==> config.mk <==
export PLATFORM = sky130hd
export DESIGN_NAME = rv32_mem_access_flat
export DESIGN_NICKNAME = d
export VERILOG_FILES = /design/src/rtl/rv32_mem_access_if.sv /design/src/rtl/rv32_mem_access.sv /design/src/flat_wrapper.sv
export SDC_FILE = /design/constraint.sdc
export NUM_CORES = 1
export LEC_CHECK = 0
export ABC_CLOCK_PERIOD_IN_PS = 2790
export CORE_ASPECT_RATIO = 1.5
export CORE_UTILIZATION = 47
export DETAILED_ROUTE_END_ITERATION = 8
export GPL_TIMING_DRIVEN = 0
export HOLD_SLACK_MARGIN = 0.05
export PLACE_DENSITY = 0.82
export REMOVE_ABC_BUFFERS = 1
export SLEW_MARGIN = 0
export SYNTH_ARGS = -nofsm -noshare
export SYNTH_HDL_FRONTEND = slang
export SYNTH_SLANG_ARGS = --single-unit
==> constraint.sdc <==
create_clock -name clk -period 2.79 [get_ports clk]
set_input_delay 0.837 -clock clk [delete_from_list [all_inputs] [get_ports clk]]
set_output_delay 0.837 -clock clk [all_outputs]
set_load 0.01 [all_outputs]
==> src/rtl/rv32_mem_access_if.sv <==
// Data-bus interface between the RV32 memory stage (master) and data memory (slave).
// Signal names keep the stage-side direction suffixes so both ends read the same.
interface rv32_mem_access_if;
    logic [31:0] data_address_out;
    logic        data_read_out;
    logic        data_write_out;
    logic [3:0]  data_write_mask_out;
    logic [31:0] data_write_value_out;
    logic [31:0] data_read_value_in;
    logic        data_ready_in;

    modport master (
        output data_address_out,
        output data_read_out,
        output data_write_out,
        output data_write_mask_out,
        output data_write_value_out,
        input  data_read_value_in,
        input  data_ready_in
    );

    modport slave (
        input  data_address_out,
        input  data_read_out,
        input  data_write_out,
        input  data_write_mask_out,
        input  data_write_value_out,
        output data_read_value_in,
        output data_ready_in
    );
endinterface

==> src/rtl/rv32_mem_access.sv <==
// RV32 memory stage: data-bus load/store with ready handshake, load alignment, MEM/WB register.
// Define RV32_MISALIGN_TRAP_EN to trap misaligned accesses instead of force-aligning them.
module rv32_mem_access (
    input  logic              clk,
    input  logic              reset,
    input  logic              stall_in,
    input  logic              flush_in,
    input  logic              valid_in,
    input  logic [4:0]        rd_in,
    input  logic              rd_write_in,
    input  logic              mem_read_in,
    input  logic              mem_write_in,
    input  logic [1:0]        mem_width_in,
    input  logic              mem_zero_extend_in,
    input  logic [31:0]       result_in,
    input  logic [31:0]       rs2_value_in,
    rv32_mem_access_if.master bus,
    output logic              mem_stall_out,
    output logic              valid_out,
    output logic [4:0]        rd_out,
    output logic              rd_write_out,
    output logic [31:0]       rd_value_out,
    output logic              trap_out
);

    typedef enum logic [0:0] {StIdle, StWait} state_e;

    state_e      state_q, state_d;
    logic        in_wait, capture;
    logic        mem_op, misalign, req, trap_now;

    // Access held on IDLE->WAIT so the bus stays stable regardless of upstream changes.
    logic [31:0] pend_result_q, pend_rs2_q;
    logic [4:0]  pend_rd_q;
    logic [1:0]  pend_width_q;
    logic        pend_rd_write_q, pend_read_q, pend_write_q, pend_zext_q, pend_flushed_q;

    logic [31:0] cur_result, cur_rs2;
    logic [4:0]  cur_rd;
    logic [1:0]  cur_width, offset;
    logic        cur_rd_write, cur_read, cur_write, cur_zext, cur_valid, cur_access;

    logic [3:0]  lane_mask;
    logic [31:0] lane_data, load_data;
    logic [7:0]  load_byte;
    logic [15:0] load_half;

    logic        wb_valid_q, wb_rd_write_q;
    logic [4:0]  wb_rd_q;
    logic [31:0] wb_value_q;

    assign in_wait = (state_q == StWait);
    assign mem_op  = valid_in & ~flush_in & (mem_read_in | mem_write_in);

`ifdef RV32_MISALIGN_TRAP_EN
    assign misalign = ((mem_width_in == 2'd1) & result_in[0]) |
                      (mem_width_in[1] & (result_in[1:0] != 2'b00));
`else
    assign misalign = 1'b0;
`endif

    assign req      = mem_op & ~misalign;
    assign trap_now = ~in_wait & mem_op & misalign;

    always_comb begin
        cur_result   = result_in;
        cur_rs2      = rs2_value_in;
        cur_rd       = rd_in;
        cur_rd_write = rd_write_in;
        cur_read     = mem_read_in;
        cur_write    = mem_write_in & ~mem_read_in;
        cur_width    = mem_width_in;
        cur_zext     = mem_zero_extend_in;
        cur_valid    = valid_in & ~flush_in & ~trap_now;
        cur_access   = req;
        if (in_wait) begin
            cur_result   = pend_result_q;
            cur_rs2      = pend_rs2_q;
            cur_rd       = pend_rd_q;
            cur_rd_write = pend_rd_write_q;
            cur_read     = pend_read_q;
            cur_write    = pend_write_q;
            cur_width    = pend_width_q;
            cur_zext     = pend_zext_q;
            // The bus access cannot be aborted, only its writeback squashed.
            cur_valid    = ~pend_flushed_q & ~flush_in;
            cur_access   = 1'b1;
        end
    end

    assign offset = cur_result[1:0];

    always_comb begin
        lane_mask = 4'b1111;
        lane_data = cur_rs2;
        case (cur_width)
            2'd0: begin
                lane_mask = 4'b0001 << offset;
                lane_data = {4{cur_rs2[7:0]}};
            end
            2'd1: begin
                lane_mask = offset[1] ? 4'b1100 : 4'b0011;
                lane_data = {2{cur_rs2[15:0]}};
            end
            default: begin
                lane_mask = 4'b1111;
                lane_data = cur_rs2;
            end
        endcase
    end

    always_comb begin
        load_byte = bus.data_read_value_in[{offset, 3'b000} +: 8];
        load_half = offset[1] ? bus.data_read_value_in[31:16] : bus.data_read_value_in[15:0];
        load_data = bus.data_read_value_in;
        case (cur_width)
            2'd0:    load_data = cur_zext ? {24'h0, load_byte}
                                          : {{24{load_byte[7]}}, load_byte};
            2'd1:    load_data = cur_zext ? {16'h0, load_half}
                                          : {{16{load_half[15]}}, load_half};
            default: load_data = bus.data_read_value_in;
        endcase
    end

    assign bus.data_address_out     = cur_access ? {cur_result[31:2], 2'b00} : 32'h0;
    assign bus.data_read_out        = cur_access & cur_read;
    assign bus.data_write_out       = cur_access & cur_write;
    assign bus.data_write_mask_out  = (cur_access & cur_write) ? lane_mask : 4'b0000;
    assign bus.data_write_value_out = (cur_access & cur_write) ? lane_data : 32'h0;

    assign mem_stall_out = cur_access & ~bus.data_ready_in;

    always_comb begin
        state_d = state_q;
        unique case (state_q)
            StIdle: if (req && !bus.data_ready_in) state_d = StWait;
            StWait: if (bus.data_ready_in) state_d = StIdle;
            default: state_d = StIdle;
        endcase
        capture = (state_q == StIdle) && (state_d == StWait);
    end

    always_ff @(posedge clk) begin
        if (reset) begin
            state_q         <= StIdle;
            pend_result_q   <= 32'h0;
            pend_rs2_q      <= 32'h0;
            pend_rd_q       <= 5'h0;
            pend_width_q    <= 2'h0;
            pend_rd_write_q <= 1'b0;
            pend_read_q     <= 1'b0;
            pend_write_q    <= 1'b0;
            pend_zext_q     <= 1'b0;
            pend_flushed_q  <= 1'b0;
            wb_valid_q      <= 1'b0;
            wb_rd_q         <= 5'h0;
            wb_rd_write_q   <= 1'b0;
            wb_value_q      <= 32'h0;
        end else begin
            state_q <= state_d;
            if (capture) begin
                pend_result_q   <= result_in;
                pend_rs2_q      <= rs2_value_in;
                pend_rd_q       <= rd_in;
                pend_width_q    <= mem_width_in;
                pend_rd_write_q <= rd_write_in;
                pend_read_q     <= mem_read_in;
                pend_write_q    <= mem_write_in & ~mem_read_in;
                pend_zext_q     <= mem_zero_extend_in;
                pend_flushed_q  <= 1'b0;
            end else if (in_wait && flush_in) begin
                pend_flushed_q  <= 1'b1;
            end
            if (!stall_in) begin
                if (mem_stall_out) begin
                    wb_valid_q    <= 1'b0;
                    wb_rd_write_q <= 1'b0;
                end else begin
                    wb_valid_q    <= cur_valid;
                    wb_rd_q       <= cur_rd;
                    wb_rd_write_q <= cur_rd_write & cur_valid;
                    wb_value_q    <= cur_read ? load_data : cur_result;
                end
            end
        end
    end

`ifdef RV32_MISALIGN_TRAP_EN
    logic trap_q;

    always_ff @(posedge clk) begin
        if (reset) begin
            trap_q <= 1'b0;
        end else if (!stall_in) begin
            trap_q <= mem_stall_out ? 1'b0 : trap_now;
        end
    end

    assign trap_out = trap_q;
`else
    assign trap_out = 1'b0;
`endif

    assign valid_out    = wb_valid_q;
    assign rd_out       = wb_rd_q;
    assign rd_write_out = wb_rd_write_q;
    assign rd_value_out = wb_value_q;

endmodule

==> src/flat_wrapper.sv <==
// flat-port wrapper written by rule: the top's interface ports become plain ports
module rv32_mem_access_flat 
  (clk, reset, stall_in, flush_in, valid_in, rd_in, rd_write_in, mem_read_in, mem_write_in, mem_width_in, mem_zero_extend_in, result_in, rs2_value_in, mem_stall_out, valid_out, rd_out, rd_write_out, rd_value_out, trap_out, bus_data_address_out, bus_data_read_out, bus_data_write_out, bus_data_write_mask_out, bus_data_write_value_out, bus_data_read_value_in, bus_data_ready_in);
  rv32_mem_access_if bus_i ();
  input  logic clk;
  input  logic reset;
  input  logic stall_in;
  input  logic flush_in;
  input  logic valid_in;
  input  logic [4:0] rd_in;
  input  logic rd_write_in;
  input  logic mem_read_in;
  input  logic mem_write_in;
  input  logic [1:0] mem_width_in;
  input  logic mem_zero_extend_in;
  input  logic [31:0] result_in;
  input  logic [31:0] rs2_value_in;
  output logic mem_stall_out;
  output logic valid_out;
  output logic [4:0] rd_out;
  output logic rd_write_out;
  output logic [31:0] rd_value_out;
  output logic trap_out;
  output wire logic [$bits(bus_i.data_address_out)-1:0] bus_data_address_out;
  output wire logic [$bits(bus_i.data_read_out)-1:0] bus_data_read_out;
  output wire logic [$bits(bus_i.data_write_out)-1:0] bus_data_write_out;
  output wire logic [$bits(bus_i.data_write_mask_out)-1:0] bus_data_write_mask_out;
  output wire logic [$bits(bus_i.data_write_value_out)-1:0] bus_data_write_value_out;
  input wire logic [$bits(bus_i.data_read_value_in)-1:0] bus_data_read_value_in;
  input wire logic [$bits(bus_i.data_ready_in)-1:0] bus_data_ready_in;
  assign bus_data_address_out = bus_i.data_address_out;
  assign bus_data_read_out = bus_i.data_read_out;
  assign bus_data_write_out = bus_i.data_write_out;
  assign bus_data_write_mask_out = bus_i.data_write_mask_out;
  assign bus_data_write_value_out = bus_i.data_write_value_out;
  assign bus_i.data_read_value_in = bus_data_read_value_in;
  assign bus_i.data_ready_in = bus_data_ready_in;
  rv32_mem_access u_core (.clk(clk), .reset(reset), .stall_in(stall_in), .flush_in(flush_in), .valid_in(valid_in), .rd_in(rd_in), .rd_write_in(rd_write_in), .mem_read_in(mem_read_in), .mem_write_in(mem_write_in), .mem_width_in(mem_width_in), .mem_zero_extend_in(mem_zero_extend_in), .result_in(result_in), .rs2_value_in(rs2_value_in), .bus(bus_i), .mem_stall_out(mem_stall_out), .valid_out(valid_out), .rd_out(rd_out), .rd_write_out(rd_write_out), .rd_value_out(rd_value_out), .trap_out(trap_out));
endmodule
==> impl_metrics.toml <==
[pwr]
cellLeakagePower_nw = 3.72
p_seq_share_pct = 35.0
power.internal_mw = 3.72
ir_drop_uv = 393
p_switching_mw = 1.40
switching_share_pct = 27.4
p_clk_share_pct = 45.0
combPwrFrac_pct = 20.1
power.density_mw_per_mm2 = 514

[cts]
cts_buffers = 17
cts_tree = "yes"
cts_max_level = 4
clock_path_buffers = 2
clk_latency_ps = 420
ctsRootBufferMaster = "clkbuf_16"
clk_pin_slew_ps = 60
cts.sinks = 116

[finish]
drive_gt1_share_pct = 20.9
final_area_mm2 = 0.00996
layout_commonest_cell = "nand2_1"
area_growth_pct = 47.9
n_fill_cell = 1086
nets = 1190
layout_common_cells = "229 x nand2_1, 141 x clkdlybuf4s50_1, 114 x dfxtp_1"
n_antenna_cell = 0

[timing]
clock_skew_ps = 9.78
fin_setup_tns_ps = -3880
setup_viol = 60
layout_min_cycle_time_ps = 2950
fmax_mhz = 340
final_hold_viol_count = 0
slew_viol_final = 0
relSlewSlack_pct = 40.3
worst-slew-pin-transition_ps = 895
finalCritPeriodShare_pct = 106
finalWorstSetupSlack_ps = -155
rsz0062_at_grt = "yes"

[outcome]
outcome = "complete, but fails checks"
violations = "negative setup slack"

[synthesis]
ys_types = 55
synthAdderAreaFrac_pct = 0
synth-edff-count = 0
postSynthCellCount = 872
postSynth.asyncResetShare_pct = 0
netlist_area_mm2 = 0.00674
synth_top_family_by_area = "compound AO/OA/AOI/OAI gates"
syn_area_per_cell_um2 = 7.72
muxShareOfSynthArea_pct = 9.60
ys_ff_latch = 116
synthXorXnorAreaFrac_pct = 0
synth-simple-area-share_pct = 21.7
yosysWarnings = 0
synth-compound-area-share_pct = 27.1
synth_top_flop_cell = "dfxtp_1"
ys_seq_area_share_pct = 34.5

[floorplan]
die_w_um = 99.7
core_mm2 = 0.0140
initial_core_util_pct = 48.1
io_pins = 224
rows = 53
die_area_mm2 = 0.0148
die_y_um = 149

[place]
routabilityCongestion = 0.834
dpl_cell_area_mm2 = 0.00892
hpwl_um = 14600
numPortBuffers = 220

[route]
route.met3.wl_um = 1970
drc = 0
wl_per_cell_um = 19.5
postRouteAntennaNets = 0
wl_met2_um = 13000
via_per_inst = 5.90
vias = 7564
routed.top_layer = "met4"
drt_iter0_markers = 621
wl_met1_um = 8890
first_pass_iters = 5
drt_wl_total_um = 25100

[grt]
grt_pass1_vias = 7158
track_usage_pct = 33.3
grt_max_degree = 78
grt_first_pass_wirelength_um = 38100
grt_overflow_total = 0
antenna_found_initial = 0

[setup_path]
path_class = "input pin to output pin"
cp.required_ps = 1950
startpoint_type = "input pin"
end_kind = "output pin"
crit_path_max_fanout = 16
cp.arrival_ps = 2110

[run]
cap_viol_max_count = 0

[hold_path]
hold_class = "register to register"
layer usage:
metal | global-route usage, % | vias up
met3 | 8.22 | 75
li1 | - | 3523
met1 | 36.3 | 3565
met5 | 0 | -
met2 | 58.2 | 401
met4 | 18.8 | 0
metrics by stage:
step           setup WS, ps  std cells  hold WS (ps)  utilization (%)  total power, mW
3_3_place_gp         -10670       1203           439             62.4             2.74
3_5_place_dp          -2310       1213           447             63.7             2.73
5_1_grt                -186       1282           472             71.2             5.28
2_1_floorplan         -4730        791           427                -             2.24
4_1_cts                -134       1277           455             70.8             5.10
6_report               -155       1282           454             71.2             5.12
layout make-up:
| type | instances | area, um2 | area share (%) |
|---|---|---|---|
| Multi-Input combinational cell | 670 | 4230 | 42.5 |
| Timing Repair Buffer | 265 | 2490 | 25.0 |
| Sequential cell | 116 | 2330 | 23.4 |
| Clock buffer | 21 | 472 | 4.74 |
| Tap cell | 192 | 240 | 2.41 |
| Clock inverter | 11 | 150 | 1.51 |
| Inverter | 6 | 35.0 | 0.352 |
| Timing Repair inverter | 1 | 8.76 | 0.0880 |
Yosys cell counts (10+ instances only):
cell | number | area [um2]
clkbuf_1 | 32 | 120
a22o_1 | 30 | 263
a21oi_1 | 111 | 556
o311ai_0 | 13 | 114
buf_4 | 12 | 90.1
a221oi_1 | 22 | 193
nand2_1 | 231 | 867
mux2i_1 | 50 | 500
nor2_1 | 58 | 218
a311oi_2 | 10 | 150
a211oi_1 | 22 | 165
dfxtp_1 | 116 | 2320
mux2_2 | 11 | 124
buf_2 | 30 | 150
nor3_1 | 20 | 100
worst paths after layout:
kind                    startpoint                          to  slack (ps)  depth (start not counted)
max reg2reg         u_core.in_wait     u_core.rd_value_out[10]         340                          6
max                    mem_read_in  bus_data_write_mask_out[2]        -160                          8
min reg2reg  u_core.pend_rs2_q[31]       u_core.pend_rs2_q[31]         450                          2
min          u_core.pend_rs2_q[31]       u_core.pend_rs2_q[31]         450                          2
flip-flops by register name, summed over array words and instances (netlist names):
name	cells
u_core.in_wait	1
u_core.pend_flushed_q	1
u_core.pend_rd_q	5
u_core.pend_rd_write_q	1
u_core.pend_read_q	1
u_core.pend_result_q	32
u_core.pend_rs2_q	32
u_core.pend_width_q	2
u_core.pend_write_q	1
u_core.pend_zext_q	1
u_core.rd_out	5
u_core.rd_value_out	32
u_core.rd_write_out	1
u_core.valid_out	1
logic make-up after synthesis:
kind of cell	Yosys count
multiplexers	62
other	1
buffers and inverters	89
AND/OR/NAND/NOR	349
flip-flops	116
AO/OA/AOI/OAI	255
repair_timing:
action	CTS	global route
setup buffers	26	7
pin swaps	13	7
cloned	8	0
hold buffers	0	0
endpoints found under the setup margin	184	83
gates resized for setup	356	20
power by group through the flow:
stage / clock (mW) / sequential (mW) / combinational [mW]
finish: 2.30 / 1.79 / 1.03
floorplan: 0 / 1.85 / 0.388
CTS: 2.31 / 1.79 / 1.00
global route: 2.39 / 1.80 / 1.09
global placement: 0 / 1.84 / 0.896
detailed placement: 0 / 1.83 / 0.909
worst max-delay path, cell delays in order:
cell and delay [ps]:
buf_16 130, nand2b_4 160, o31a_4 410, clkinv_8 120, buf_8 130, nand2_4 50, nor2_2 100, buf_2 160
Note: power is estimated with default switching activity, not from simulation.
